<file path="src/rtl/cordic_sincos.sv">
// Iterative CORDIC sine/cosine generator.
// An 11-bit phase code (1024 codes per turn, a[10] ignored) becomes signed 13-bit cos/sin values
// scaled so that 2048 represents 1.0. One iteration runs per enabled cycle. Results are latched and
// flagged with a one-cycle vld pulse.
//
// Ports:
//   clk          system clock
//   rst_n        asynchronous reset, active-high despite the legacy name
//   clk_vld      clock enable; when low, all state holds
//   soft_rst     synchronous reset, honoured on every clk edge even when clk_vld is low
//   trig         start pulse, accepted only in idle
//   a            phase code, angle = a[9:0] * 2*pi / 1024
//   vld          one-cycle pulse: new results on the latched outputs
//   cosa3_latch  signed cos * 2048, held until the next result
//   sina3_latch  signed sin * 2048, held until the next result
module cordic_sincos (
  input  logic               clk,
  input  logic               rst_n,
  input  logic               clk_vld,
  input  logic               soft_rst,
  input  logic               trig,
  input  logic [10:0]        a,
  output logic               vld,
  output logic signed [12:0] cosa3_latch,
  output logic signed [12:0] sina3_latch
);

  localparam logic [1:0] StIdle = 2'd0;
  localparam logic [1:0] StRun  = 2'd1;
  localparam logic [1:0] StDone = 2'd2;

  // Initial x is the CORDIC gain compensation 0.6072529 * 2^15.
  localparam logic signed [17:0] XInit    = 18'sd19898;
  localparam logic        [3:0]  LastIter = 4'd13;

  logic        [1:0]  state_q, state_d;
  logic        [3:0]  iter_q,  iter_d;
  logic        [1:0]  quad_q,  quad_d;
  logic signed [17:0] x_q, x_d, y_q, y_d, z_q, z_d;
  logic               vld_q,   vld_d;
  logic signed [12:0] cos_q,   cos_d, sin_q, sin_d;

  logic signed [17:0] atan_val;
  logic signed [17:0] x_shift, y_shift;
  logic        [21:0] z_prod;
  logic signed [17:0] z_init;
  logic signed [17:0] x_rnd, y_rnd;
  logic signed [12:0] c_val, s_val;

  // round(atan(2^-i) * 2^15)
  always_comb begin
    atan_val = 18'sd0;
    case (iter_q)
      4'd0:    atan_val = 18'sd25736;
      4'd1:    atan_val = 18'sd15193;
      4'd2:    atan_val = 18'sd8027;
      4'd3:    atan_val = 18'sd4075;
      4'd4:    atan_val = 18'sd2045;
      4'd5:    atan_val = 18'sd1024;
      4'd6:    atan_val = 18'sd512;
      4'd7:    atan_val = 18'sd256;
      4'd8:    atan_val = 18'sd128;
      4'd9:    atan_val = 18'sd64;
      4'd10:   atan_val = 18'sd32;
      4'd11:   atan_val = 18'sd16;
      4'd12:   atan_val = 18'sd8;
      4'd13:   atan_val = 18'sd4;
      default: atan_val = 18'sd0;
    endcase
  end

  function automatic logic signed [12:0] clamp_2048(input logic signed [17:0] v);
    logic signed [12:0] r;
    if (v > 18'sd2048) begin
      r = 13'sd2048;
    end else if (v < -18'sd2048) begin
      r = -13'sd2048;
    end else begin
      r = v[12:0];
    end
    return r;
  endfunction

  assign x_shift = x_q >>> iter_q;
  assign y_shift = y_q >>> iter_q;

  // Angle within the quadrant in radians * 2^15: a[7:0] * (2*pi/1024) * 2^15 = a * 12868 / 64.
  assign z_prod = {14'd0, a[7:0]} * 22'd12868;
  assign z_init = signed'({2'b00, z_prod[21:6]});

  // Divide by 16 with round-half-up.
  assign x_rnd = (x_q + 18'sd8) >>> 4;
  assign y_rnd = (y_q + 18'sd8) >>> 4;
  assign c_val = clamp_2048(x_rnd);
  assign s_val = clamp_2048(y_rnd);

  always_comb begin
    state_d = state_q;
    iter_d  = iter_q;
    quad_d  = quad_q;
    x_d     = x_q;
    y_d     = y_q;
    z_d     = z_q;
    vld_d   = 1'b0;
    cos_d   = cos_q;
    sin_d   = sin_q;
    case (state_q)
      StIdle: begin
        if (trig) begin
          quad_d  = a[9:8];
          x_d     = XInit;
          y_d     = 18'sd0;
          z_d     = z_init;
          iter_d  = 4'd0;
          state_d = StRun;
        end
      end
      StRun: begin
        if (z_q >= 18'sd0) begin
          x_d = x_q - y_shift;
          y_d = y_q + x_shift;
          z_d = z_q - atan_val;
        end else begin
          x_d = x_q + y_shift;
          y_d = y_q - x_shift;
          z_d = z_q + atan_val;
        end
        iter_d = iter_q + 4'd1;
        if (iter_q == LastIter) begin
          state_d = StDone;
        end
      end
      StDone: begin
        // Rotate the first-quadrant result into the quadrant selected by a[9:8].
        case (quad_q)
          2'd0:    begin cos_d = c_val;  sin_d = s_val;  end
          2'd1:    begin cos_d = -s_val; sin_d = c_val;  end
          2'd2:    begin cos_d = -c_val; sin_d = -s_val; end
          default: begin cos_d = s_val;  sin_d = -c_val; end
        endcase
        vld_d   = 1'b1;
        state_d = StIdle;
      end
      default: state_d = StIdle;
    endcase
  end

  always_ff @(posedge clk or posedge rst_n) begin
    if (rst_n) begin
      state_q <= StIdle;
      iter_q  <= 4'd0;
      quad_q  <= 2'd0;
      x_q     <= 18'sd0;
      y_q     <= 18'sd0;
      z_q     <= 18'sd0;
      vld_q   <= 1'b0;
      cos_q   <= 13'sd0;
      sin_q   <= 13'sd0;
    end else if (soft_rst) begin
      state_q <= StIdle;
      iter_q  <= 4'd0;
      quad_q  <= 2'd0;
      x_q     <= 18'sd0;
      y_q     <= 18'sd0;
      z_q     <= 18'sd0;
      vld_q   <= 1'b0;
      cos_q   <= 13'sd0;
      sin_q   <= 13'sd0;
    end else if (clk_vld) begin
      state_q <= state_d;
      iter_q  <= iter_d;
      quad_q  <= quad_d;
      x_q     <= x_d;
      y_q     <= y_d;
      z_q     <= z_d;
      vld_q   <= vld_d;
      cos_q   <= cos_d;
      sin_q   <= sin_d;
    end
  end

  assign vld         = vld_q;
  assign cosa3_latch = cos_q;
  assign sina3_latch = sin_q;

endmodule

</file>
<file path="config.mk">
export PLATFORM = sky130hd
export DESIGN_NAME = cordic_sincos
export DESIGN_NICKNAME = d
export VERILOG_FILES = /design/src/rtl/cordic_sincos.sv
export SDC_FILE = /design/constraint.sdc
export NUM_CORES = 1
export LEC_CHECK = 0
export CAP_MARGIN = 20
export CORE_ASPECT_RATIO = 0.9
export CORE_MARGIN = 5
export CORE_UTILIZATION = 64
export CTS_CLUSTER_SIZE = 40
export DETAILED_ROUTE_END_ITERATION = 8
export PLACE_DENSITY = 0.79
export SLEW_MARGIN = 20
export SYNTH_ARGS = -nofsm -noshare
export SYNTH_HDL_FRONTEND = slang
export SYNTH_SLANG_ARGS = --single-unit
</file>
<file path="constraint.sdc">
create_clock -name clk -period 5.8 [get_ports clk]
set_input_delay 1.45 -clock clk [delete_from_list [all_inputs] [get_ports clk]]
set_output_delay 1.45 -clock clk [all_outputs]
set_load 0.005 [all_outputs]
</file>
* Yosys cells after proc, flatten, opt, wreduce, memory -nomap -nowiden
Memory sizes are Yosys's and may differ from the RTL's.
Cells that the tools add are included.
** Storage, ports and cells
- Flip-flop bits (word level) :: 89
- Bits in read-only memories :: 240
- Input port bits :: 16
- Output and inout bits :: 27
- Logic and storage cells :: 90
- Memories :: 1
** Memories
- (name not given) :: words 16, width 15, rd ports 1, clocked after Yosys merged registers in 0, wr ports 0, RTL line 53 : case (iter_q)
** Operators by class
- $add $sub $neg :: 11
- $mul :: 1
- $lt $le $gt $ge :: 5
- Eq/ne operators :: 7
- Shift operators :: 2
- Mux-type cells :: 43
- Reductions and logical operators :: 11
** Operators with widths (number)
- two-way mux 18 bit :: 12
- two-way mux 13 bit :: 10
- case mux 18 bit (2 select lines) :: 3
- case mux 13 bit (3 select lines) :: 2
- adder 18 bit :: 3
- subtractor 18 bit :: 3
- adder 18 x 5 -> 18 bit (second input constant) :: 2
- >>> shifter 18 x 4 -> 18 bit :: 2
- > comparator 14 x 13 -> 1 bit (second input constant) :: 2
- < comparator 14 x 12 -> 1 bit (second input constant) :: 2
- negation 13 bit :: 2
- multiplier 8 x 12 -> 20 bit (second input constant) :: 1
- >= comparator 18 x 1 -> 1 bit (second input constant) :: 1
- two-way mux 2 bit :: 8
- two-way mux 4 bit :: 3
- AND reduction 3 bit :: 3
- case mux 4 bit (2 select lines) :: 1
- nonzero test 2 bit :: 4
- inequality test 3 bit (second input constant) :: 2
- adder 4 x 1 -> 4 bit (second input constant) :: 1
- equality test 2 x 1 -> 1 bit (second input constant) :: 2
- equality test 2 bit (second input constant) :: 2
- equality test 4 bit (second input constant) :: 1
- zero test 2 bit :: 2
- other kinds (4) :: 6

* Logic depth before layout (Yosys ltp)
- Word-level depth :: 9
- Gate-level depth with buffers :: 26
- Mapped depth without buffers :: 21

* Least setup slack after synthesis
Ideal clock, no wire load.
- Path type :: register to register
- Start :: reg iter_q[0]
- End :: reg z_q[16]
- Library setup time :: 0.133 ns
- Arrival :: 5.166 ns
- Data required time :: 5.667 ns
- Slack :: 0.501 ns
- Cell stages (with the launch flop) :: 26
- Buffers on the path :: 5
- Period minus slack after synthesis :: 5.299 ns
- Cell sequence :: dfrtp_1 buf_6 buf_6 buf_2 clkbuf_1 inv_1 ha_1 clkbuf_1 nor2_1 a21oi_1 nor2_1 inv_1 ha_1 nand2b_1 xnor2_1 ha_1 nand2b_1 a21boi_0 o21ai_0 or4b_2 a41oi_1 a21oi_1 a211o_1 a21oi_1 xor2_1 o21ai_0
** Between the ends
- Word-level cells in the longest chain between the ends :: 6
- Elaborated cells between the ends (all ways) :: 7
- Those cells by class :: 2 x add/sub; 4 x mux; 1 x memory
** Ends and longest elaborated chain
- start, declared :: RTL line 37 : logic [3:0] iter_q, iter_d;
- start signal, assigned :: RTL line 171 : iter_q <= iter_d;
- memory read (16 x 15 bit) *
- adder 18 bit or subtractor 18 bit (tied branches) :: RTL line 126, 122
- two-way mux 18 bit * :: RTL line 119 : if (z_q >= 18'sd0) begin
- case mux 18 bit (2 select lines) * :: RTL line 107 : case (state_q)
- two-way mux 18 bit * :: RTL line 169 : end else if (clk_vld) begin
- two-way mux 18 bit * :: RTL line 159 : end else if (soft_rst) begin
- end signal, assigned :: RTL line 175 : z_q <= z_d;
- end, declared :: RTL line 39 : logic signed [17:0] x_q, x_d, y_q, y_d, z_q, z_d;
Mark *: on every way between the ends. The rest lies on a longest branch, timed or not. The select of a mux whose other input is x is not followed.
A chain may end at the register's enable or synchronous reset.

* Worst setup path in the final report
- Start :: reg iter_q[0]
- End :: reg x_q[17]
** Between the ends
- Word-level cells in the longest chain between the ends :: 6
- Elaborated cells between the ends (all ways) :: 7
- Those cells by class :: 2 x add/sub; 1 x shift; 4 x mux
** Ends and longest elaborated chain
- >>> shifter 18 x 4 -> 18 bit * :: RTL line 85 : assign y_shift = y_q >>> iter_q;
- adder 18 bit or subtractor 18 bit (tied branches) :: RTL line 124, 120
- two-way mux 18 bit * :: RTL line 119
- case mux 18 bit (2 select lines) * :: RTL line 107
- two-way mux 18 bit * :: RTL line 169
- two-way mux 18 bit * :: RTL line 159
- end signal, assigned :: RTL line 153 : x_q <= 18'sd0;
- end signal, assigned :: RTL line 163 : x_q <= 18'sd0;
- end signal, assigned :: RTL line 173 : x_q <= x_d;
- end, declared :: RTL line 39
Marks and branches as above.

==> impl_metrics.env <==
export IMPL_use_met2_pct=46.8
export IMPL_synthToLayoutAreaGrowth_pct=8.68
export IMPL_syn_nets=1644
export IMPL_synthAdderAreaFrac_pct=13.2
export IMPL_syn_area_um2=11900
export IMPL_grt_max_degree=65
export IMPL_irDropWorstVdd_uv=157
export IMPL_final_common_cell="nand2_1"
export IMPL_reg2reg_from="iter_q[0]$_DFFE_PP0P_"
export IMPL_numCtsBuffers=9
export IMPL_drt_iter0_markers=1496
export IMPL_synthMuxAreaShare_pct=9.10
export IMPL_swShare_pct=41.3
export IMPL_cp_cell_sequence="buf_4 > mux4_1 > a22oi_1 > o21ai_0 > nor2_1 > nand4_1 > or2_2 > nor4b_2 > a21oi_1 > xnor2_1 > ha_1 > o21a_1 > o21ai_0 > nand2b_1 > nand3_1 > a211oi_1 > o211a_1 > nor2_1 > or4_1 > nand4_1"
export IMPL_finalSetupViolCount=0
export IMPL_pwr_share_clk_pct=24.2
export IMPL_r2r_end="x_q[17]$_DFFE_PP0P_"
export IMPL_ant_nets=0
export IMPL_io_pins=43
export IMPL_grtUsageMet1_pct=44.1
export IMPL_routed_wl_mm=32.4
export IMPL_antenna_cells=0
export IMPL_grt_overflow=0
export IMPL_num_nets_final=1635
export IMPL_vias_per_cell=6.55
export IMPL_grtUsageMet3_pct=3.68
export IMPL_cts_buffer_depth=2
export IMPL_fp_dieH_um=139
export IMPL_p_int_mw=1.71
export IMPL_slew_headroom_pct=33.1
export IMPL_maxSlewViolCount=0
export IMPL_synthFlopType="dfrtp_1"
export IMPL_cp_arrival_ns=5.54
export IMPL_initial_utilization_pct=64.8
export IMPL_htree_levels=3
export IMPL_worstMarginPinSlew_ns=1.00
export IMPL_core_um2=18300
export IMPL_pwr_share_seq_pct=25.3
export IMPL_antenna_found_initial=0
export IMPL_min_period_ns=5.25
export IMPL_io_buffers=41
export IMPL_worstPathMaxFanout=21
export IMPL_async_flop_share_pct=100
export IMPL_rrSetupSlack_ns=0.55
export IMPL_grt_pass1_vias=10400
export IMPL_yosysWarnings=0
export IMPL_drc_errors=0
export IMPL_drive_above_1_share_pct=8.04
export IMPL_final_cell_mix="174 x nand2_1, 133 x o21ai_0, 110 x nor2_1, 106 x ha_1, 86 x dfrtp_1"
export IMPL_fp_row_count=47
export IMPL_synth_top_family_by_area="compound AO/OA/AOI/OAI gates"
export IMPL_clk_pin_slew_ns=0.07
export IMPL_dieArea_um2=21300
export IMPL_total_power_mw=2.91
export IMPL_synth_simple_area_share_pct=19.5
export IMPL_p_leak_nw=5.60
export IMPL_crit_family="simple AND/OR/NAND/NOR gates"
export IMPL_cts_sinks=89
export IMPL_cp_num_buf_inv=1
export IMPL_vias=11500
export IMPL_crit_required_ns=6.09
export IMPL_root_buffer="clkbuf_16"
export IMPL_synth_compound_gate_area_share_pct=23.1
export IMPL_synth_seq_area_share_pct=18.8
export IMPL_hold_class="flop to flop"
export IMPL_cts_tree="built"
export IMPL_fin_worst_skew_ns=0.0102
export IMPL_max_stage_delay_ns=0.62
export IMPL_fin_crit_sh_pct=90.5
export IMPL_die_w_um=153
export IMPL_drv_cap=0
export IMPL_hold_path_startpoint="cosa3_latch[4]$_DFFE_PP0P_"
export IMPL_power_density_nw_per_um2=226
export IMPL_clkLatencyLatePin_ns=0.36
export IMPL_outcome="completed"
export IMPL_dp_hpwl_mm=23.9
export IMPL_synth_edff_count=0
export IMPL_busiest_layer="met2"
export IMPL_reg2reg_depth=20
export IMPL_whs_path_depth=2
export IMPL_syn_instance_count=1510
export IMPL_start_kind="flop"
export IMPL_wl_per_cell_um=18.5
export IMPL_firstDrtPassIters=8
export IMPL_yosysUniqueCellTypes=70
export IMPL_tns_ns=0
export IMPL_synth_seq_cells=89
export IMPL_hold_viol_final=0
export IMPL_min_to="cosa3_latch[4]$_DFFE_PP0P_"
export IMPL_grt_pass1_wl_mm=53.7
export IMPL_rsz0062_at_grt="false"
export IMPL_track_usage_pct=29.9
export IMPL_comb_power_share_pct=50.4
export IMPL_synth_xor_area_share_pct=10.4
export IMPL_total_switching_power_mw=1.20
export IMPL_place_gp_congestion=0.999
export IMPL_post_cts_buffers=0
export IMPL_avgSynthCellArea_um2=7.85
export IMPL_crit_path_end_kind="flop"
export IMPL_fmax_mhz=191
export IMPL_crit_slowest_cell="dfrtp_4"
export IMPL_worstSetupPathType="flop to flop"
[sequential cells by signal, summed over array words and instances, names as in the netlist]
name,cells
iter_q,4
vld,1
quad_q,2
y_q,18
state_q,2
cosa3_latch,13
sina3_latch,13
z_q,18
x_q,18
[timing repair]
action                     4_1_cts  5_1_grt
resized for setup                0        2
hold buffers                     0        0
setup endpoints to repair        0        1
[layout make-up]
class	count	area, um^2
sequential	89	2230
timing repair buffer	84	758
fill	1484	5410
tap	245	307
inverter	74	279
clock inverter	6	115
clock buffer	9	225
multi-input combinational	1243	8970
[power groups by stage]
stage | clock (mW) | sequential (mW) | combinational, mW
CTS | 0.712 | 0.732 | 1.44
global placement | 0 | 0.742 | 1.39
global route | 0.738 | 0.742 | 1.62
floorplan | 0 | 0.699 | 1.15
detailed placement | 0 | 0.743 | 1.42
finish | 0.705 | 0.737 | 1.47
[worst max-delay path by stage]
stage / from / to / slack, ns / cells after the start
floorplan: iter_q[0]$_DFFE_PP0P_ / z_q[16]$_DFFE_PP0P_ / 0.50 / 25
global placement: a[3] / z_q[15]$_DFFE_PP0P_ / 0.35 / 16
detailed placement: a[3] / z_q[15]$_DFFE_PP0P_ / 0.31 / 16
CTS: iter_q[0]$_DFFE_PP0P_ / x_q[17]$_DFFE_PP0P_ / 0.29 / 20
global route: iter_q[0]$_DFFE_PP0P_ / x_q[17]$_DFFE_PP0P_ / 0.20 / 20
finish: iter_q[0]$_DFFE_PP0P_ / x_q[17]$_DFFE_PP0P_ / 0.55 / 20
[routing by layer]
metal  vias up  wire [um]
met1      5391      14400
met5         -          0
li1       5452          -
met3        76       2840
met4         0        760
met2       545      14300
[kinds of logic (layout without fill, tap and decap cells)]
family | count (synthesis) | count (layout)
and+or+nand+nor | 494 | 494
AOI/OAI and AO/OA | 425 | 425
buffers and inverters | 178 | 173
xor gates and xnor gates | 141 | 141
adders and majority gates | 118 | 118
DFF | 89 | 89
muxes | 65 | 65
[worst register-to-register path: cells and delay by family, from the launching register on]
family	cells	cell delay, ns
AND/OR/NAND/NOR	9	1.86
adder cells (fa/ha/maj)	1	0.36
buffers and inverters	1	0.24
multiplexers	1	0.61
XOR/XNOR	1	0.16
AO/OA/AOI/OAI	7	1.34
flip-flops	1	0.62
[Yosys cell counts, types with 20 or more instances]
cell type  number  area share (%)
nand2_1       174             5.5
o21ai_0       133             5.6
nor2_1        110             3.5
ha_1          106              11
dfrtp_1        89              19
clkbuf_1       85             2.7
a21oi_1        83             3.5
xnor2_1        83             6.1
inv_1          72             2.3
xor2_1         58             4.3
nand3_1        41             1.7
nor3_1         40             1.7
nand2b_1       26             1.4
mux4_2         24             4.6
mux2i_1        23             1.9
o31ai_1        22             1.4
a21o_1         21             1.3
a31oi_1        20             1.1
[through the flow]
stage / cell area [um^2] / util [%] / setup slack [ns] / cells / hold WS [ns]
after floorplan: 11900 / - / 0.501 / 1510 / 0.445
after detailed placement: 12500 / 68.5 / 0.312 / 1735 / 0.467
final: 12900 / 70.4 / 0.552 / 1750 / 0.480
after global placement: 12500 / 68.5 / 0.349 / 1735 / 0.459
after global routing: 12900 / 70.4 / 0.196 / 1750 / 0.503
after CTS: 12900 / 70.4 / 0.290 / 1750 / 0.482
Note: power is estimated with default switching activity, not from simulation.
